===== src/rtl/tx_os_scheduler.sv =====
// Transmit ordered-set / packet scheduler: arbitrates EIOS, SKP, TS2, TS1, DLLP, TLP
// requests into packet assembly one item at a time, with a free-running SKP interval timer.
package tx_os_pkg;
  typedef enum logic [2:0] {
    RATE_2P5  = 3'd0,
    RATE_5P0  = 3'd1,
    RATE_8P0  = 3'd2,
    RATE_16P0 = 3'd3,
    RATE_32P0 = 3'd4
  } active_data_rate_e;

  typedef enum logic [2:0] {
    OS_NONE = 3'd0,
    OS_TS1  = 3'd1,
    OS_TS2  = 3'd2,
    OS_SKP  = 3'd3,
    OS_EIOS = 3'd4,
    OS_DLLP = 3'd5,
    OS_TLP  = 3'd6
  } os_type_e;
endpackage

module tx_os_scheduler
  import tx_os_pkg::*;
#(
  parameter int SKP_INTERVAL = 1180
) (
  input  logic              clk_i,
  input  logic              rst_i,
  input  active_data_rate_e active_data_rate_i,
  input  logic              controller_bypass_scrambler_i,
  input  logic              skp_tick_i,
  input  logic              eios_req_i,
  input  logic              ts2_req_i,
  input  logic              ts1_req_i,
  input  logic              dllp_req_i,
  input  logic              tlp_req_i,
  output logic [4:0]        gnt_o,
  input  logic              asm_ready_i,
  input  logic              asm_done_i,
  output logic              os_start_o,
  output logic [2:0]        os_type_o,
  output logic              scramble_en_o,
  output logic              elec_idle_o
);

  localparam int CW = (SKP_INTERVAL > 1) ? $clog2(SKP_INTERVAL) : 1;

  typedef enum logic [1:0] {IDLE, BUSY, EIOS_GAP} state_e;

  state_e   state, state_nxt;
  os_type_e cur_type, cur_type_nxt;
  os_type_e win, type_out;
  logic     eios_two, eios_two_nxt;
  logic     eidle, eidle_nxt;
  logic     start, skp_gnt, skp_due, cand;
  logic [4:0]    gnt, win_gnt;
  logic [CW-1:0] skp_cnt;
  logic [1:0]    skp_pend;

  assign skp_due = skp_tick_i && (skp_cnt == CW'(SKP_INTERVAL - 1));

  // Fixed priority; SKP carries no grant bit since it is generated internally.
  always_comb begin
    win     = OS_NONE;
    win_gnt = '0;
    if (eios_req_i) begin
      win     = OS_EIOS;
      win_gnt = 5'b00001;
    end else if (skp_pend != 2'd0) begin
      win     = OS_SKP;
    end else if (ts2_req_i) begin
      win     = OS_TS2;
      win_gnt = 5'b00010;
    end else if (ts1_req_i) begin
      win     = OS_TS1;
      win_gnt = 5'b00100;
    end else if (dllp_req_i) begin
      win     = OS_DLLP;
      win_gnt = 5'b01000;
    end else if (tlp_req_i) begin
      win     = OS_TLP;
      win_gnt = 5'b10000;
    end
    cand = (win != OS_NONE);
  end

  always_comb begin
    state_nxt    = state;
    cur_type_nxt = cur_type;
    eios_two_nxt = eios_two;
    eidle_nxt    = eidle;
    start        = 1'b0;
    type_out     = OS_NONE;
    gnt          = '0;
    skp_gnt      = 1'b0;
    case (state)
      IDLE: begin
        if (cand && asm_ready_i) begin
          start        = 1'b1;
          type_out     = win;
          gnt          = win_gnt;
          skp_gnt      = (win == OS_SKP);
          cur_type_nxt = win;
          // Rate is sampled at grant time only; an in-flight EIOS keeps its sequence length.
          eios_two_nxt = (win == OS_EIOS) && (active_data_rate_i == RATE_5P0);
          state_nxt    = BUSY;
        end
      end
      BUSY: begin
        type_out = cur_type;
        if (asm_done_i) begin
          if (cur_type == OS_EIOS && eios_two) begin
            state_nxt = EIOS_GAP;
          end else begin
            state_nxt = IDLE;
            if (cur_type == OS_EIOS) eidle_nxt = 1'b1;
          end
        end
      end
      EIOS_GAP: begin
        if (asm_ready_i) begin
          start        = 1'b1;
          type_out     = OS_EIOS;
          eios_two_nxt = 1'b0;
          state_nxt    = BUSY;
        end
      end
      default: state_nxt = IDLE;
    endcase
    if (start && type_out != OS_EIOS) eidle_nxt = 1'b0;
  end

  always_ff @(posedge clk_i) begin
    if (rst_i) begin
      state    <= IDLE;
      cur_type <= OS_NONE;
      eios_two <= 1'b0;
      eidle    <= 1'b0;
      skp_cnt  <= '0;
      skp_pend <= '0;
    end else begin
      state    <= state_nxt;
      cur_type <= cur_type_nxt;
      eios_two <= eios_two_nxt;
      eidle    <= eidle_nxt;
      if (skp_tick_i) skp_cnt <= skp_due ? '0 : skp_cnt + 1'b1;
      if (skp_due && !skp_gnt && skp_pend != 2'd2) skp_pend <= skp_pend + 1'b1;
      else if (!skp_due && skp_gnt)                skp_pend <= skp_pend - 1'b1;
    end
  end

  // Outputs are masked while reset is sampled so an abandoned item emits nothing.
  assign os_start_o    = start & ~rst_i;
  assign gnt_o         = rst_i ? 5'b00000 : gnt;
  assign os_type_o     = rst_i ? OS_NONE : type_out;
  assign scramble_en_o = !rst_i && !controller_bypass_scrambler_i &&
                         (type_out == OS_DLLP || type_out == OS_TLP);
  assign elec_idle_o   = eidle & ~rst_i;

endmodule


===== config.mk =====
export PLATFORM = sky130hd
export DESIGN_NAME = tx_os_scheduler
export DESIGN_NICKNAME = d
export VERILOG_FILES = /design/src/rtl/tx_os_scheduler.sv
export SDC_FILE = /design/constraint.sdc
export NUM_CORES = 1
export LEC_CHECK = 0
export BUFFER_PORTS_ARGS = -buffer_cell sky130_fd_sc_hd__buf_2
export CORE_UTILIZATION = 30
export CTS_CLUSTER_SIZE = 24
export DETAILED_ROUTE_END_ITERATION = 7
export GPL_TIMING_DRIVEN = 0
export HOLD_SLACK_MARGIN = 0.08
export PLACE_DENSITY = 0.5
export SETUP_SLACK_MARGIN = 0.15
export SLEW_MARGIN = 20
export SYNTH_ARGS = -nofsm -noshare
export SYNTH_HDL_FRONTEND = slang
export SYNTH_SLANG_ARGS = --single-unit
export TNS_END_PERCENT = 5

===== constraint.sdc =====
create_clock -name clk_i -period 3.42 [get_ports clk_i]
set_input_delay 0.171 -clock clk_i [delete_from_list [all_inputs] [get_ports clk_i]]
set_output_delay 0.171 -clock clk_i [all_outputs]
set_load 0.02 [all_outputs]

==> metrics.md, run 1 <==
| Metric | Value |
|---|---|
| Yosys top cell area share | 33.9% |
| Syn_nets | 157 |
| Drt total wl | 2810 µm |
| EDFF count, synth | 0 |
| Gp weighted congestion | 0.775 |
| Setup Buffers After CTS | 0 |
| Finished Layout Cells | 218 |
| Bufs on Longest Clock Path | 2 |
| CTS Sinks | 20 |
| Fin Clk Skew | 0.00672 ns |
| #FFs+latches synth | 20 |
| Total GRT Usage | 14.5% |
| Clock power share | 43.6% |
| Max Cap Viol | 0 |
| Mapped Cells | 142 |
| Vias in the first global route | 1084 |
| Cell variety after synth | 43 |
| Clock H-tree levels | 1 |
| Initial antenna violation count | 0 |
| Status | finished, final reports clean |
| Reg power frac | 44.5% |
| PnR Total Power | 0.544 mW |
| Syn_area_per_cell | 8.33 µm² |
| Die area | 4200 µm² |
| Routed via count | 1160 |
| Nets | 186 |
| Max Clk Rate | 414 MHz |
| Dpl hpwl | 2170 µm |
| Min Tclk post-route | 2.42 ns |
| Worst skew pair latency | 0.26 ns |
| Final setup fails | 0 |
| Static leakage | 0.576 nW |
| Number of core rows | 22 |
| Worst min path class | in2reg |
| Post-CTS Hold Buffers | 0 |
| Root Driver | clkbuf_8 |
| Comb pwr share | 11.9% |
| Final worst path period share | 70.7% |
| Crit path launch | state[1]$_SDFFE_PP0P_ |
| Pwr per Cell Area | 379 nW/µm² |
| Largest net degree at the start of global routing | 13 |
| Synthesis-to-finish area growth | 21.3% |
| Core area | 3720 µm² |
| Worst setup EP type | primary output |
| Total CTS buffers | 3 |
| Net Sw Frac | 22.6% |
| Min-delay src | asm_done_i |
| Ports | 25 |
| DRT iter0 DRCs | 33 |
| First-pass GRT wire length | 4770 µm |
| Worst EP arrival | 2.25 ns |
| Relative slew slack | 58.8% |
| Register area share after synthesis | 33.9% |
| Gr ovfl total | 0 |
| Ys Warns | 0 |
| Async SR Flop Fraction | 0% |
| Hold Path Depth | 3 |
| Clk slew on worst S/H paths | 0.07 ns |
| Req. time, crit path | 3.25 ns |
| Drt wl/cell | 12.9 µm |
| R2R Setup Slk | 1.53 ns |
| Vias per cell | 5.32 |
| ANT cells | 0 |
| TNS Setup | 0 ns |
| Maximum vdd drop | 153 µV |
| Ratio of cells with drive above 1 in the final layout | 21.2% |
| Post-Syn Area | 1180 µm² |
| Worst Max-Slew Pin Slew | 0.610 ns |
| Synth top area cells | dfxtp_1, nor2_1, a21oi_1 |
| Crit path max fanout | 9 |
| Die H | 64.8 µm |
| Startpoint types | register |
| Resized cells post-CTS | 0 |
| Post-synth top flop | dfxtp_1 |
| Hold endpoint | state[1]$_SDFFE_PP0P_ |
| CTS tree | done |
| Starting density of the core | 31.8% |
| Internal power | 0.421 mW |
| Net load switching power | 0.123 mW |
| Die X | 64.8 µm |
| Hold Fails Final Rpt | 0 |
| Drt pass-1 iters | 6 |
| Launch point of the worst reg-to-reg path | skp_cnt[2]$_SDFFE_PP0P_ |
| Critical R2R Capture | skp_pend[0]$_SDFFE_PP0P_ |
| Pins over their slew limit | 0 |
| Routed Antenna Nets | 0 |
| Post-synth top area cell | dfxtp_1 |
| DRC Markers | 0 |
| Dpl cells | 214 |
| WS Path Type | reg2out |
| Worst reg-to-reg path cell count | 5 |
| RSZ-0062 raised after global routing | false |
| Number of I/O port buffers | 24 |
-- worst max path at each step --
stage,to,depth (start not counted)
floorplan,scramble_en_o,4
global placement,scramble_en_o,5
detailed placement,scramble_en_o,5
CTS,scramble_en_o,5
global route,scramble_en_o,5
finish,scramble_en_o,5
-- cells in the mapped netlist, types with 3 or more instances --
cell type and instances:
nor2_1 18, nand3_1 3, dfxtp_1 20, xor2_1 6, and3_1 4, inv_1 4
nand4_1 6, nor3_1 6, nor3b_1 5, nand2b_1 3, xnor2_1 3, and4_1 3
a21oi_1 12, clkbuf_1 3, nand2_1 11
-- power groups by stage --
stage / clock network (mW) / logic [mW] / registers (mW)
after floorplan: 0 / 0.0417 / 0.246
after global placement: 0 / 0.0638 / 0.247
after detailed placement: 0 / 0.0652 / 0.247
after CTS: 0.245 / 0.0656 / 0.242
after global routing: 0.254 / 0.0719 / 0.243
final: 0.237 / 0.0648 / 0.242
-- final cells by class --
cell class	instances	area, µm²
buffer	4	25.0
sequential	20	400
inverter	4	15.0
clock buffer	3	41.3
tap	48	60.1
fill	395	2280
multi-input combinational	114	742
clock inverter	1	30.0
timing repair buffer	24	120
-- placed cells by master (no fill, tap or decap), types with 3 or more instances in the layout --
master    count
nand2_1      11
nor3_1        6
clkbuf_1      3
nand2b_1      3
nor3b_1       5
clkbuf_8      4
buf_2        24
and3_1        4
and4_1        3
xor2_1        6
nor2_1       18
xnor2_1       3
inv_1         4
nand4_1       6
nand3_1       3
a21oi_1      12
dfxtp_1      20
-- flip-flops by register name, indices dropped and copies added, names as in the netlist --
register  cells
cur_type      3
state         2
eios_two      1
skp_pend      2
skp_cnt      11
eidle         1
-- logic make-up (layout without fill, tap and decap cells) --
group                      count (synthesis)  in the layout  synth area share, %
muxes                                      2              2                 1.69
adders and majority gates                  1              1                 1.06
xor gates and xnor gates                   9              9                 6.67
and+or+nand+nor                           74             74                 35.8
AOI/OAI and AO/OA                         28             28                 17.6
DFF                                       20             20                 33.9
buffers and inverters                      8             36                 3.39
-- through the flow --
stage / instance area, µm² / hold slack [ns] / worst slack, ns / util [%]
final: 1430 / 0.208 / 1.00 / 38.6
after global routing: 1430 / 0.231 / 0.869 / 38.6
after CTS: 1430 / 0.192 / 0.976 / 38.6
after detailed placement: 1360 / 0.452 / 1.27 / 36.7
after global placement: 1360 / 0.446 / 1.29 / 36.7
after floorplan: 1180 / 0.320 / 1.28 / -
-- worst max-delay path, cell delays in order (launching register included) --
cell and delay, ns:
dfxtp_1 0.39, or4b_4 0.61, o21bai_4 0.22, a211o_1 0.28, a2111oi_2 0.28, buf_2 0.21
-- metal layers --
| metal | share of wire, % | GRT usage (%) |
|---|---|---|
| met5 | 0 | 0 |
| met4 | 1.2 | 5.83 |
| met3 | 2.9 | 2.29 |
| met2 | 49 | 25.9 |
| met1 | 47 | 17.0 |
No activity file was read; power rests on OpenSTA's default activity.
==> inputs of run 2 (changes only) <==
Settings changed: ABC_AREA set to 1, PLACE_DENSITY 0.5 to 0.52.
Clock period 3.42 ns to 2.1 ns, I/O delays scaled along.
==> run 2 against run 1 <==
Net effect:
- clock-buffer cell count unchanged
- final area is 0.96% higher
- register-to-register slack lost 1.0 ns
- combinational power rose by 120%
- sequential cell count is the same
- die area is 3.6% higher
- critical endpoint unchanged
==> metrics.md, run 2 <==
| Metric | Value |
|---|---|
| Crit path launch | state[0]$_SDFFE_PP0P_ (was state[1]$_SDFFE_PP0P_) |
| Post-layout instance area | 1450 µm² (was 1430 µm²) |
| Clock H-tree levels | 1 (unchanged) |
| Setup ws final | 0.336 ns (was 1.00 ns) |
| Post-CTS Hold Buffers | 0 (unchanged) |
| Register area share after synthesis | 32.7% (was 33.9%) |
| Met1 wire length | 1400 µm (was 1320 µm) |
| Static leakage | 0.682 nW (was 0.576 nW) |
| Min-delay src | skp_tick_i (was asm_done_i) |
| Vias per cell | 4.54 (was 5.32) |
| Crit path max fanout | 5 (was 9) |
| Drt total wl | 2690 µm (was 2810 µm) |
| Initial antenna violation count | 0 (unchanged) |
| Startpoint types | register (unchanged) |
| Met2 WL | 1150 µm (was 1370 µm) |
| Number of I/O port buffers | 24 (unchanged) |
| Placement Cell Area | 1410 µm² (was 1360 µm²) |
| Worst reg-to-reg path cell count | 10 (was 5) |
| Commonest non-fill, non-tap cell in the layout | nand2_1 (was buf_2) |
| DP Worst Slack | 0.568 ns (was 1.27 ns) |
| Synth top area cells | dfxtp_1, nand2_1, nor2_1 (was dfxtp_1, nor2_1, a21oi_1) |
| Ports | 25 (unchanged) |
| Count leader, synth | nand2_1 (was dfxtp_1) |
| Maximum vdd drop | 334 µV (was 153 µV) |
| First-pass GRT wire length | 4820 µm (was 4770 µm) |
| Core area | 3800 µm² (was 3720 µm²) |
| Max FFs per register | 11 (unchanged) |
| Fin Clk Skew | 0.00308 ns (was 0.00672 ns) |
| Mapped Cells | 196 (was 142) |
| Drt pass-1 iters | 4 (was 6) |
| Ys Warns | 0 (unchanged) |
| Post-Syn Area | 1230 µm² (was 1180 µm²) |
| Pins over their slew limit | 0 (unchanged) |
| Max Clk Rate | 567 MHz |
| Routed via count | 1229 (was 1160) |
| Total GRT Usage | 14.2% (was 14.5%) |
| Clk slew on worst S/H paths | 0.07 ns (about the same) |
| DRT iter0 DRCs | 38 (was 33) |
| Max Used Layer | met4 (unchanged) |
| Root Driver | clkbuf_8 (unchanged) |
| DRC Markers | 0 (unchanged) |
| Syn_nets | 211 (was 157) |
| Number of core rows | 22 (unchanged) |
| WS Path Type | reg2out (unchanged) |
| Post-synth top area cell | dfxtp_1 (unchanged) |
| Synthesis-to-finish area growth | 18.1% (was 21.3%) |
| Max Cap Viol | 0 (unchanged) |
| Status | finished, final reports clean (unchanged) |
| Worst EP arrival | 1.66 ns (was 2.25 ns) |
| Final worst path period share | 84.0% |
| Largest registers | skp_cnt (11), cur_type (3) (unchanged) |
| Req. time, crit path | 2.00 ns (was 3.25 ns) |
| Routed Antenna Nets | 0 (unchanged) |
| Largest net degree at the start of global routing | 11 (was 13) |
| Cell variety after synth | 27 (was 43) |
| Die X | 65.9 µm (was 64.8 µm) |
| Vias in the first global route | 1129 (was 1084) |
| Biggest register | skp_cnt (unchanged) |
| PnR Total Power | 0.782 mW (was 0.544 mW) |
| Hold Fails Final Rpt | 0 (unchanged) |
| Die H | 65.9 µm (was 64.8 µm) |
| Total CTS buffers | 3 (unchanged) |
| Gp weighted congestion | 0.785 (was 0.775) |
| EDFF count, synth | 0 (unchanged) |
| Min Tclk post-route | 1.76 ns |
| Relative slew slack | 72.5% (was 58.8%) |
| Commonest cells post-synth | nand2_1, nor2_1, inv_1, dfxtp_1, nand3_1 (was dfxtp_1, nor2_1, a21oi_1, nand2_1) |
| Ratio of cells with drive above 1 in the final layout | 19.7% (was 21.2%) |
| Die area | 4350 µm² (was 4200 µm²) |
| Bufs on Longest Clock Path | 2 (unchanged) |
| Commonest cells after routing, fill and taps aside | nand2_1, nor2_1, inv_1, buf_2, dfxtp_1 (was buf_2, dfxtp_1, nor2_1, a21oi_1, nand2_1) |
| ANT cells | 0 (unchanged) |
| Worst min path class | in2reg (unchanged) |
| RSZ-0062 raised after global routing | false (unchanged) |
| Post-synth top flop | dfxtp_1 (unchanged) |
| Resized cells post-CTS | 0 (unchanged) |
| TNS Setup | 0 ns (unchanged) |
| Worst setup EP type | primary output (unchanged) |
| Dpl hpwl | 2200 µm (was 2170 µm) |
| CTS Sinks | 20 (unchanged) |
| Syn_area_per_cell | 6.26 µm² (was 8.33 µm²) |
| Hold WS | 0.155 ns (was 0.208 ns) |
| Final setup fails | 0 (unchanged) |
| WL met3 | 92 µm (was 82 µm) |
| Setup Buffers After CTS | 0 (unchanged) |
| Drt wl/cell | 9.92 µm (was 12.9 µm) |
| Yosys top cell area share | 32.7% (was 33.9%) |
| Worst Max-Slew Pin Slew | 0.413 ns (was 0.610 ns) |
| Hold Path Depth | 3 (unchanged) |
| #FFs+latches synth | 20 (unchanged) |
| Gr ovfl total | 0 (unchanged) |
| Nets | 240 (was 186) |
| Pwr per Cell Area | 540 nW/µm² (was 379 nW/µm²) |
| CTS tree | done (unchanged) |
| Async SR Flop Fraction | 0% (unchanged) |
| Worst skew pair latency | 0.25 ns (was 0.26 ns) |
| Starting density of the core | 32.3% (was 31.8%) |
| Launch point of the worst reg-to-reg path | skp_cnt[0]$_SDFFE_PP0P_ (was skp_cnt[2]$_SDFFE_PP0P_) |
[run 2: cell types whose count changed after synthesis, moves of 3 or more]
cell and change:
nor2_2 +3, o21ai_0 +4, nand2b_1 -3, nor3b_1 -3, and3_1 -4, nor2_1 +14
inv_1 +20, nand3_1 +12, nand2_1 +38, inv_2 +5, xor2_1 -5, nand4_1 -5
and4_1 -3
[run 2: worst paths after layout]
kind | endpoint | slack [ns]
worst min-delay path | skp_cnt[1]$_SDFFE_PP0P_ | 0.15
worst max register to register | skp_cnt[10]$_SDFFE_PP0P_ | 0.53
worst max-delay path | scramble_en_o | 0.34
worst min register to register | cur_type[2]$_SDFFE_PP0N_ | 0.47
[run 2: area by class of cell]
cell class / count / area [µm²]
buffer: 1 / 3.75
clock buffer: 3 / 41.3
fill: 420 / 2350
inverter: 29 / 109
multi-input combinational: 146 / 713
sequential: 20 / 400
tap: 48 / 60.1
timing repair buffer: 24 / 120
[run 2: cells by family (layout without fill, tap and decap cells)]
| logic type | after synthesis | in the layout | synth area share (%) |
|---|---|---|---|
| AOI/OAI and AO/OA | 22 | 22 | 9.39 |
| xor gates and xnor gates | 2 | 2 | 1.43 |
| adders and majority gates | 1 | 1 | 1.02 |
| buffers and inverters | 30 | 57 | 9.18 |
| DFF | 20 | 20 | 32.7 |
| and+or+nand+nor | 121 | 121 | 46.3 |
[run 2: power breakdown]
part	total (mW)	leakage, nW	switching (mW)	internal (mW)
Combinational	0.142	0.498	0.0939	0.0477
Sequential	0.400	0.162	0.00875	0.392
Clock	0.240	0.0216	0.113	0.127
Total	0.782	0.682	0.215	0.567
[run 2: routing by layer]
metal	GRT usage [%]	vias to the layer above
li1	-	678
met1	18.8	527
met2	23.0	19
met3	2.24	5
met4	5.59	0
met5	0	-
[run 2: critical path, stage by stage (launching register included)]
cell and delay [ns]:
dfxtp_1 0.31, inv_1 0.08, nand2_1 0.15, nor2_4 0.19, o21ai_1 0.12, nand2_1 0.10, nand2_1 0.07, nor2_1 0.10
nand2_1 0.05, nor2_1 0.07, buf_2 0.16
[run 2: through the flow]
stage               util, %  cells
floorplan                 -    196
global placement       37.0    268
detailed placement     37.0    268
CTS                    38.1    271
global route           38.1    271
finish                 38.1    271
